## config.mk

```make
export PLATFORM = sky130hd
export DESIGN_NAME = muldiv_ctrl_flat
export DESIGN_NICKNAME = d
export VERILOG_FILES = /design/src/rtl/muldiv_pkg.sv /design/src/rtl/muldiv_if.sv /design/src/rtl/muldiv_iter.sv /design/src/rtl/muldiv_ctrl.sv /design/src/flat_wrapper.sv
export SDC_FILE = /design/constraint.sdc
export NUM_CORES = 1
export LEC_CHECK = 0
export CAP_MARGIN = 5
export CORE_AREA = 2 2 243 173
export CTS_BUF_LIST = sky130_fd_sc_hd__clkbuf_4
export DETAILED_ROUTE_END_ITERATION = 10
export DIE_AREA = 0 0 245 175
export GPL_ROUTABILITY_DRIVEN = 0
export HOLD_SLACK_MARGIN = 0.08
export SLEW_MARGIN = 10
export SYNTH_ARGS = -nofsm -noshare
export SYNTH_HDL_FRONTEND = slang
export SYNTH_SLANG_ARGS = --single-unit
```

## constraint.sdc

```tcl
create_clock -name clk -period 4.4 [get_ports clk]
set_clock_uncertainty 0.1 [all_clocks]
set_input_delay 0.66 -clock clk [delete_from_list [all_inputs] [get_ports clk]]
set_output_delay 0.66 -clock clk [all_outputs]
set_load 0.02 [all_outputs]
```

## src/rtl/muldiv_pkg.sv

```systemverilog
// Shared definitions for the HI/LO multiply/divide sequencer: op encodings,
// FSM states and the default operand width / iteration count.
package muldiv_pkg;

  localparam int MD_WIDTH = 32;
  localparam int MD_STEPS = 32;

  typedef enum logic [2:0] {
    MD_MULT  = 3'd0,
    MD_MULTU = 3'd1,
    MD_DIV   = 3'd2,
    MD_DIVU  = 3'd3,
    MD_MTHI  = 3'd4,
    MD_MTLO  = 3'd5
  } md_op_e;

  typedef enum logic [1:0] {
    IDLE = 2'd0,
    RUN  = 2'd1,
    FIX  = 2'd2
  } md_state_e;

  function automatic logic op_is_signed(md_op_e op);
    return (op == MD_MULT) || (op == MD_DIV);
  endfunction

  function automatic logic op_is_div(md_op_e op);
    return (op == MD_DIV) || (op == MD_DIVU);
  endfunction

endpackage

```

## src/rtl/muldiv_if.sv

```systemverilog
// Execute-stage handshake between the pipeline (master) and the muldiv
// sequencer (slave), including the architectural HI/LO read-back.
interface muldiv_if import muldiv_pkg::*; #(
  parameter int WIDTH = MD_WIDTH
);

  logic             start;
  md_op_e           op;
  logic [WIDTH-1:0] a;
  logic [WIDTH-1:0] b;
  logic             flush;
  logic             rd_req;
  logic             stall;
  logic             busy;
  logic             done;
  logic [WIDTH-1:0] hi;
  logic [WIDTH-1:0] lo;

  modport master (
    output start, op, a, b, flush, rd_req,
    input  stall, busy, done, hi, lo
  );

  modport slave (
    input  start, op, a, b, flush, rd_req,
    output stall, busy, done, hi, lo
  );

endinterface

```

## src/rtl/muldiv_iter.sv

```systemverilog
// One combinational iteration: shift-add multiply or restoring divide on the
// {acc, q} pair. acc holds the product high half / partial remainder.
module muldiv_iter import muldiv_pkg::*; #(
  parameter int WIDTH = MD_WIDTH
) (
  input  logic [WIDTH-1:0] acc,
  input  logic [WIDTH-1:0] q,
  input  logic [WIDTH-1:0] opnd,
  input  logic             div_mode,
  output logic [WIDTH-1:0] acc_next,
  output logic [WIDTH-1:0] q_next
);

  logic [WIDTH:0]   sum;
  logic [WIDTH:0]   shifted;
  logic [WIDTH-1:0] diff;

  // The partial remainder stays below the divisor, so the subtraction result
  // always fits in WIDTH bits once shifted >= opnd.
  always_comb begin
    sum      = {1'b0, acc} + (q[0] ? {1'b0, opnd} : '0);
    shifted  = {acc, q[WIDTH-1]};
    diff     = shifted[WIDTH-1:0] - opnd;
    acc_next = acc;
    q_next   = q;
    if (div_mode) begin
      if (shifted >= {1'b0, opnd}) begin
        acc_next = diff;
        q_next   = {q[WIDTH-2:0], 1'b1};
      end else begin
        acc_next = shifted[WIDTH-1:0];
        q_next   = {q[WIDTH-2:0], 1'b0};
      end
    end else begin
      acc_next = sum[WIDTH:1];
      q_next   = {sum[0], q[WIDTH-1:1]};
    end
  end

endmodule

```

## src/rtl/muldiv_ctrl.sv

```systemverilog
// Multi-cycle MULT/DIV sequencer owning HI/LO; signed ops run on magnitudes
// and the signs are applied in the FIX state.
module muldiv_ctrl import muldiv_pkg::*; #(
  parameter int WIDTH = MD_WIDTH,
  parameter int STEPS = MD_STEPS
) (
  input logic     clk,
  input logic     rst,
  muldiv_if.slave bus
);

  localparam int CW = (STEPS > 1) ? $clog2(STEPS) : 1;
  localparam logic [CW-1:0] LAST = CW'(STEPS - 1);

  md_state_e          state, state_next;
  logic [CW-1:0]      cnt;
  logic [WIDTH-1:0]   acc, q, opnd, acc_step, q_step;
  logic [WIDTH-1:0]   hi, lo, abs_a, abs_b, quot, rem;
  logic [2*WIDTH-1:0] prod;
  logic               div_mode, neg_q, neg_r, done, sgn_op;
  logic               accept, finish, write_hi, write_lo;

  muldiv_iter #(.WIDTH(WIDTH)) u_iter (
    .acc      (acc),
    .q        (q),
    .opnd     (opnd),
    .div_mode (div_mode),
    .acc_next (acc_step),
    .q_next   (q_step)
  );

  assign sgn_op = op_is_signed(bus.op);
  assign abs_a  = (sgn_op && bus.a[WIDTH-1]) ? -bus.a : bus.a;
  assign abs_b  = (sgn_op && bus.b[WIDTH-1]) ? -bus.b : bus.b;
  assign prod   = neg_q ? -{acc, q} : {acc, q};
  assign quot   = neg_q ? -q : q;
  assign rem    = neg_r ? -acc : acc;

  always_ff @(posedge clk) begin
    if (!rst) state <= IDLE;
    else      state <= state_next;
  end

  // Flush wins over everything, including a same-cycle start or the FIX write.
  always_comb begin
    state_next = state;
    accept     = 1'b0;
    finish     = 1'b0;
    write_hi   = 1'b0;
    write_lo   = 1'b0;
    if (bus.flush) begin
      state_next = IDLE;
    end else begin
      case (state)
        IDLE: begin
          if (bus.start) begin
            case (bus.op)
              MD_MTHI: write_hi = 1'b1;
              MD_MTLO: write_lo = 1'b1;
              MD_MULT, MD_MULTU, MD_DIV, MD_DIVU: begin
                accept     = 1'b1;
                state_next = RUN;
              end
              default: ;
            endcase
          end
        end
        RUN:     if (cnt == LAST) state_next = FIX;
        FIX: begin
          finish     = 1'b1;
          state_next = IDLE;
        end
        default: state_next = IDLE;
      endcase
    end
  end

  assign bus.busy  = (state != IDLE);
  assign bus.stall = bus.busy | (bus.rd_req & bus.busy) | (bus.start & bus.busy);
  assign bus.done  = done;
  assign bus.hi    = hi;
  assign bus.lo    = lo;

  always_ff @(posedge clk) begin
    if (!rst) begin
      cnt      <= '0;
      acc      <= '0;
      q        <= '0;
      opnd     <= '0;
      div_mode <= 1'b0;
      neg_q    <= 1'b0;
      neg_r    <= 1'b0;
      hi       <= '0;
      lo       <= '0;
      done     <= 1'b0;
    end else begin
      done <= finish;
      if (accept) begin
        cnt      <= '0;
        acc      <= '0;
        div_mode <= op_is_div(bus.op);
        neg_q    <= sgn_op & (bus.a[WIDTH-1] ^ bus.b[WIDTH-1]);
        neg_r    <= sgn_op & bus.a[WIDTH-1];
        if (op_is_div(bus.op)) begin
          q    <= abs_a;
          opnd <= abs_b;
        end else begin
          q    <= abs_b;
          opnd <= abs_a;
        end
      end else if (state == RUN) begin
        acc <= acc_step;
        q   <= q_step;
        cnt <= cnt + 1'b1;
      end
      if (write_hi) hi <= bus.a;
      if (write_lo) lo <= bus.a;
      if (finish) begin
        if (div_mode) begin
          hi <= rem;
          lo <= quot;
        end else begin
          hi <= prod[2*WIDTH-1:WIDTH];
          lo <= prod[WIDTH-1:0];
        end
      end
    end
  end

endmodule

```

## src/flat_wrapper.sv

```systemverilog
// flat-port wrapper written by rule: the top's interface ports become plain ports
module muldiv_ctrl_flat import muldiv_pkg::*;
#(
  parameter int WIDTH = MD_WIDTH,
  parameter int STEPS = MD_STEPS
)
  (clk, rst, bus_start, bus_op, bus_a, bus_b, bus_flush, bus_rd_req, bus_stall, bus_busy, bus_done, bus_hi, bus_lo);
  muldiv_if #(.WIDTH(WIDTH)) bus_i ();
  input logic clk;
  input logic rst;
  input wire logic [$bits(bus_i.start)-1:0] bus_start;
  input wire logic [$bits(bus_i.op)-1:0] bus_op;
  input wire logic [$bits(bus_i.a)-1:0] bus_a;
  input wire logic [$bits(bus_i.b)-1:0] bus_b;
  input wire logic [$bits(bus_i.flush)-1:0] bus_flush;
  input wire logic [$bits(bus_i.rd_req)-1:0] bus_rd_req;
  output wire logic [$bits(bus_i.stall)-1:0] bus_stall;
  output wire logic [$bits(bus_i.busy)-1:0] bus_busy;
  output wire logic [$bits(bus_i.done)-1:0] bus_done;
  output wire logic [$bits(bus_i.hi)-1:0] bus_hi;
  output wire logic [$bits(bus_i.lo)-1:0] bus_lo;
  assign bus_i.start = bus_start;
  assign bus_i.op = bus_op;
  assign bus_i.a = bus_a;
  assign bus_i.b = bus_b;
  assign bus_i.flush = bus_flush;
  assign bus_i.rd_req = bus_rd_req;
  assign bus_stall = bus_i.stall;
  assign bus_busy = bus_i.busy;
  assign bus_done = bus_i.done;
  assign bus_hi = bus_i.hi;
  assign bus_lo = bus_i.lo;
  muldiv_ctrl #(.WIDTH(WIDTH), .STEPS(STEPS)) u_core (.clk(clk), .rst(rst), .bus(bus_i));
endmodule
```

==> results.json, run 1 <==
{
  "synth.avg_cell_area_um2": 7.48,
  "grt_max_degree": 95,
  "critPathArrivalTime_ps": 4440,
  "synthDistinctLibCells": 80,
  "rsz0062_at_grt": "false",
  "worst_pin_slew_ps": 1020,
  "antenna_found_initial": 1,
  "row_count": 62,
  "end_kind": "flip-flop",
  "power_density_nw_per_um2": 242,
  "ioPinCount": 139,
  "timing.critical_path.cells": "inv_1 > ha_1 > fa_1 > nor2b_1 > o31a_1 > o221ai_1 > a21o_1 > o31ai_1 > a2111oi_0 > a211o_1 > mux2_2 > o21ai_0",
  "cp.required_ps": 4890,
  "areaGrowthSynthToFinish_pct": 15.2,
  "slew_headroom": 0.319,
  "min_period_ps": 3950,
  "synth_edf_count": 0,
  "worstSkewPairLatency_ps": 650,
  "die_h_um": 175,
  "cts_setup_buffers": 0,
  "clock_path_buffers": 2,
  "dr_wl_met3_um": 7470,
  "leakagePower_nw": 6.57,
  "grt_pass1_vias": 14001,
  "fillers": 4165,
  "nets": 2210,
  "layout_common_cells": "226 x nand2_1, 170 x dfxtp_1, 149 x nor2_1",
  "path_class": "reg2reg",
  "syn_inst": 1992,
  "core_um2": 40600,
  "final_area_um2": 17200,
  "drc_errors": 0,
  "synth_ff_type": "dfxtp_1",
  "drv_slew": 0,
  "layout-drive-gt1-share": 0.0625,
  "start_util": 0.367,
  "vias_per_cell": 6.11,
  "grt_overflow": 0,
  "critPathLaunchType": "flip-flop",
  "fmax_mhz": 253,
  "drt_iter0_drc": 2495,
  "clk_pin_slew_worst_paths_ps": 170,
  "postPlaceCellArea_um2": 16900,
  "finalCritPeriodShare": 0.897,
  "yosys.area.top_type": "dfxtp_1",
  "wl_met1_um": 28800,
  "ctsHoldBuffers": 0,
  "antenna_left": 0,
  "setup_viol": 0,
  "fin_util": 0.423,
  "htreeDepth": 4,
  "wl_per_cell_um": 22.5,
  "yosysSeqAreaShare": 0.230,
  "ys_async_sr_fraction": 0,
  "grt_use_total": 0.266,
  "vias": 16034,
  "syn_nets": 2136,
  "final_hold_viol_count": 0,
  "firstDrtPassIters": 6,
  "worst-path-max-fanout": 4,
  "dpl.hpwl_um": 46300,
  "synth.area.top_cells": "dfxtp_1 23%, mux2i_1 7.8%, ha_1 5.9%, nand2_1 5.7%, xnor2_1 5.4%",
  "final_common_cell": "nand2_1",
  "routed.top_layer": "met4",
  "slowest_stage": "o31ai_1",
  "grt_pass1_wl_um": 87400,
  "syn_area_um2": 14900,
  "setup_tns_ps": 0,
  "crit_path_max_incr_delay_ps": 560,
  "synth.top_cell.area_share": 0.230,
  "cts_buffers": 17,
  "cts-resized-gates": 0,
  "hold_class": "in2reg",
  "dieArea_um2": 42900,
  "dr_wl_met2_um": 22100,
  "hold_slack_ps": 302,
  "outcome": "finished clean",
  "synth-seq-cells": 171,
  "cts_tree": "built",
  "maxCapViolCount": 0,
  "port_buffers": 137,
  "wl_um": 59100,
  "cts-root-buf": "clkbuf_4",
  "dieWidth_um": 245,
  "yosysWarnings": 0,
  "clkSinkCount": 171,
  "ir_drop_uv": 172
}
cells by family after synthesis:
group,count (synthesis),synth area share
buf+inv,201,0.0525
fa+ha+maj,72,0.0614
mux,119,0.0802
flops,171,0.230
compound gates,640,0.281
simple gates,620,0.196
xor+xnor,169,0.0993
cell type report:
cell class | count | area, um2 | area share
multi-input combinational | 1620 | 10700 | 0.624
sequential | 171 | 3430 | 0.200
timing repair buffer | 195 | 1810 | 0.105
tap | 544 | 681 | 0.0396
inverter | 61 | 229 | 0.0133
clock inverter | 15 | 173 | 0.0101
clock buffer | 17 | 128 | 0.00743
antenna | 1 | 2.50 | 0.000146
cells in the mapped netlist (all sizes together) (9+ instances only):
| cell | count |
|---|---|
| nand2 | 226 |
| dfxtp | 171 |
| nor2 | 150 |
| a21oi | 139 |
| o21ai | 134 |
| clkbuf | 121 |
| mux2i | 116 |
| xnor2 | 92 |
| xor2 | 77 |
| ha | 70 |
| inv | 61 |
| o22ai | 57 |
| o211ai | 46 |
| nand3 | 40 |
| nor3 | 38 |
| a211oi | 33 |
| a21boi | 31 |
| o31ai | 31 |
| a21o | 25 |
| a31oi | 25 |
| nor4 | 24 |
| o21a | 23 |
| nor2b | 21 |
| or3 | 20 |
| buf | 19 |
| and2 | 18 |
| nand2b | 15 |
| and3 | 14 |
| or2 | 14 |
| or4 | 11 |
| o221ai | 10 |
| nand4 | 9 |
| o41ai | 9 |
state kept, by name, summed over array words and instances, names as in the netlist:
name and cells:
u_core.acc 32, u_core.bus.hi 32, u_core.bus.lo 32, u_core.neg_r 1
u_core.bus.done 1, u_core.neg_q 1, u_core.cnt 5, u_core.q 32
u_core.div_mode 1, u_core.state 2, u_core.opnd 32
worst max-delay path, delay by kind of cell (launching register included):
kind	cells	cell delay, ps
mux	1	270
compound gates	7	2060
flops	1	450
simple gates	1	180
buf+inv	1	150
fa+ha+maj	2	660
path summary, 6_finish.rpt:
| kind | startpoint | end | slack (ps) | cells after the start |
|---|---|---|---|---|
| worst max-delay path | u_core.q[31]$_SDFFE_PN0P_ | u_core.acc[22]$_SDFFE_PP0P_ | 450 | 12 |
| worst min-delay path | rst | u_core.q[0]$_SDFFE_PN0P_ | 300 | 3 |
| worst max register to register | u_core.q[31]$_SDFFE_PN0P_ | u_core.acc[22]$_SDFFE_PP0P_ | 450 | 12 |
| worst min register to register | u_core.cnt[4]$_SDFFE_PP0P_ | u_core.cnt[4]$_SDFFE_PP0P_ | 370 | 2 |
stage by stage:
stage	cells	worst slack [ps]	power, mW
floorplan	1992	991	2.58
global placement	2591	506	3.08
detailed placement	2591	488	3.10
CTS	2623	593	4.12
global route	2624	312	4.31
finish	2624	451	4.15
layer usage:
metal	vias up	track usage
li1	7426	-
met1	7640	0.419
met2	896	0.351
met3	72	0.0771
met4	0	0.0424
met5	-	0
report_power, final:
part           switching [mW]  total, mW  leakage (nW)  internal [mW]
registers              0.0652       1.66          1.39           1.59
logic                   0.902       1.47          5.02          0.565
clock network           0.711       1.03         0.164          0.315
total                    1.68       4.15          6.57           2.47
Note: power is estimated with default switching activity, not from simulation.
==> run 2, diff against run 1 <==
--- a/config.mk
+++ b/config.mk
@@ -5,7 +5,7 @@
 export SDC_FILE = /design/constraint.sdc
 export NUM_CORES = 1
 export LEC_CHECK = 0
-export CAP_MARGIN = 5
+export ABC_CLOCK_PERIOD_IN_PS = 4400
 export CORE_AREA = 2 2 243 173
 export CTS_BUF_LIST = sky130_fd_sc_hd__clkbuf_4
 export DETAILED_ROUTE_END_ITERATION = 10
==> results of run 2 <==
Same layout as run 1: the final DEF is identical, and so are final timing and power.
==> run 3, diff against run 2 <==
--- a/config.mk
+++ b/config.mk
@@ -6,10 +6,10 @@
 export NUM_CORES = 1
 export LEC_CHECK = 0
 export ABC_CLOCK_PERIOD_IN_PS = 4400
-export CORE_AREA = 2 2 243 173
+export CORE_AREA = 4 4 245 175
 export CTS_BUF_LIST = sky130_fd_sc_hd__clkbuf_4
 export DETAILED_ROUTE_END_ITERATION = 10
-export DIE_AREA = 0 0 245 175
+export DIE_AREA = 0 0 249 179
 export GPL_ROUTABILITY_DRIVEN = 0
 export HOLD_SLACK_MARGIN = 0.08
 export SLEW_MARGIN = 10
==> run 3 against run 2 <==
Against the previous run: non-clock buffer count shrank 1; register-to-register slack got worse by 40 ps; die area increased by 4.0%; global-route usage is 1.0 points lower; design area hardly changed; largest power group unchanged; core utilization about the same; cell count stayed put; critical path depth is the same; routed wire length rose by 0.92%; maximum frequency decreased by 0.96%.
==> results.json, run 3 (synthesized netlist as in run 1, its figures left out) <==
{
  "drv_slew": 0,
  "wl_per_cell_um": 22.7,
  "grt_pass1_wl_um": 87900,
  "drt_iter0_drc": 2198,
  "hold_class": "in2reg",
  "crit_path_max_incr_delay_ps": 610,
  "final_area_um2": 17200,
  "hold_depth": 2,
  "slew_headroom": 0.244,
  "path_class": "reg2reg",
  "cp.required_ps": 4910,
  "row_count": 62,
  "start_util": 0.367,
  "fin_util": 0.423,
  "postPlaceCellArea_um2": 16900,
  "setup_tns_ps": 0,
  "ctsHoldBuffers": 0,
  "layout-drive-gt1-share": 0.0621,
  "worst-path-max-fanout": 4,
  "fmax_mhz": 251,
  "ir_drop_uv": 161,
  "slowest_stage": "o31ai_1",
  "cts_buffers": 17,
  "nets": 2209,
  "critPathLaunchType": "flip-flop",
  "critPathArrivalTime_ps": 4490,
  "end_kind": "flip-flop",
  "cts_tree": "built",
  "timing.critical_path.cells": "inv_1 > ha_1 > fa_1 > nor2b_1 > o31a_1 > o221ai_1 > a21o_1 > o31ai_1 > a2111oi_0 > a211o_1 > mux2_2 > o21ai_0",
  "vias_per_cell": 6.05,
  "clkSinkCount": 171,
  "antenna_left": 0,
  "power_density_nw_per_um2": 242,
  "min_period_ps": 3990,
  "cts-root-buf": "clkbuf_4",
  "r2r_cells": 12,
  "cts_setup_buffers": 0,
  "rsz0062_at_grt": "false",
  "antenna_found_initial": 2,
  "final_common_cell": "nand2_1",
  "pre_cts_ws_ps": 423,
  "dieArea_um2": 44600,
  "clock_path_buffers": 2,
  "grt_pass1_vias": 14073,
  "hold_slack_ps": 361,
  "layout_common_cells": "226 x nand2_1, 170 x dfxtp_1, 149 x nor2_1",
  "dpl.hpwl_um": 46100,
  "areaGrowthSynthToFinish_pct": 15.2,
  "finalCritPeriodShare": 0.906,
  "clk_pin_slew_worst_paths_ps": 180,
  "setup_viol": 0,
  "grt_max_degree": 95,
  "grt_overflow": 0,
  "outcome": "finished clean",
  "firstDrtPassIters": 6,
  "htreeDepth": 4,
  "worst_pin_slew_ps": 1130,
  "wl_um": 59600,
  "dieWidth_um": 249,
  "maxCapViolCount": 0,
  "vias": 15869,
  "final_hold_viol_count": 0,
  "leakagePower_nw": 6.56,
  "grt_use_total": 0.256,
  "port_buffers": 137,
  "drc_errors": 0,
  "die_h_um": 179,
  "core_um2": 40600,
  "worstSkewPairLatency_ps": 670,
  "cts-resized-gates": 0,
  "setup_ws_ps": 413,
  "ioPinCount": 139
}
==> run 3: cell types whose count changed in the layout (fill, tap and decap cells not counted) <==
cell / delta
diode_2: +1
clkinv_2: +1
buf_4: -1
clkinv_8: +2
clkinv_4: -3
inv_8: -1
inv_6: -1
clkinvlp_4: +2
==> run 3: power by group <==
group,total [mW],switching (mW),leakage [nW],internal (mW)
clock,1.04,0.729,0.159,0.314
combinational,1.46,0.901,5.02,0.557
sequential,1.66,0.0690,1.39,1.59
total,4.16,1.70,6.56,2.47
==> run 3: critical path: cells and delay by family, from the launching register on <==
kind	cells	cell delay, ps
fa+ha+maj	2	650
mux	1	260
flops	1	460
compound gates	7	2120
buf+inv	1	160
simple gates	1	180
==> run 3: final cells by class <==
type	instances	area, um2
well taps	544	681
diodes	2	5.00
multi-input cells	1620	10700
repair buffers	194	1800
fillers	4129	23400
flip-flops and latches	171	3430
clock buffers	17	128
inverters	61	229
clock inverters	15	179
==> run 3: through the flow <==
step                std cells  power (mW)
finish                   2624        4.16
global route             2624        4.34
CTS                      2622        4.13
detailed placement       2590        3.10
global placement         2590        3.08
floorplan                1992        2.58
==> run 3: layer usage <==
| layer | vias up | global-route usage | part of all wire |
|---|---|---|---|
| li1 | 7426 | - | - |
| met1 | 7542 | 0.391 | 0.47 |
| met2 | 852 | 0.331 | 0.37 |
| met3 | 49 | 0.107 | 0.14 |
| met4 | 0 | 0.0395 | 0.011 |
| met5 | - | 0 | 0 |
==> run 3: worst paths after layout <==
| path | start | to | slack, ps |
|---|---|---|---|
| max | u_core.q[31]$_SDFFE_PN0P_ | u_core.acc[22]$_SDFFE_PP0P_ | 410 |
| min | rst | u_core.opnd[14]$_SDFFE_PN0P_ | 360 |
| max reg2reg | u_core.q[31]$_SDFFE_PN0P_ | u_core.acc[22]$_SDFFE_PP0P_ | 410 |
| min reg2reg | u_core.cnt[4]$_SDFFE_PP0P_ | u_core.cnt[4]$_SDFFE_PP0P_ | 380 |
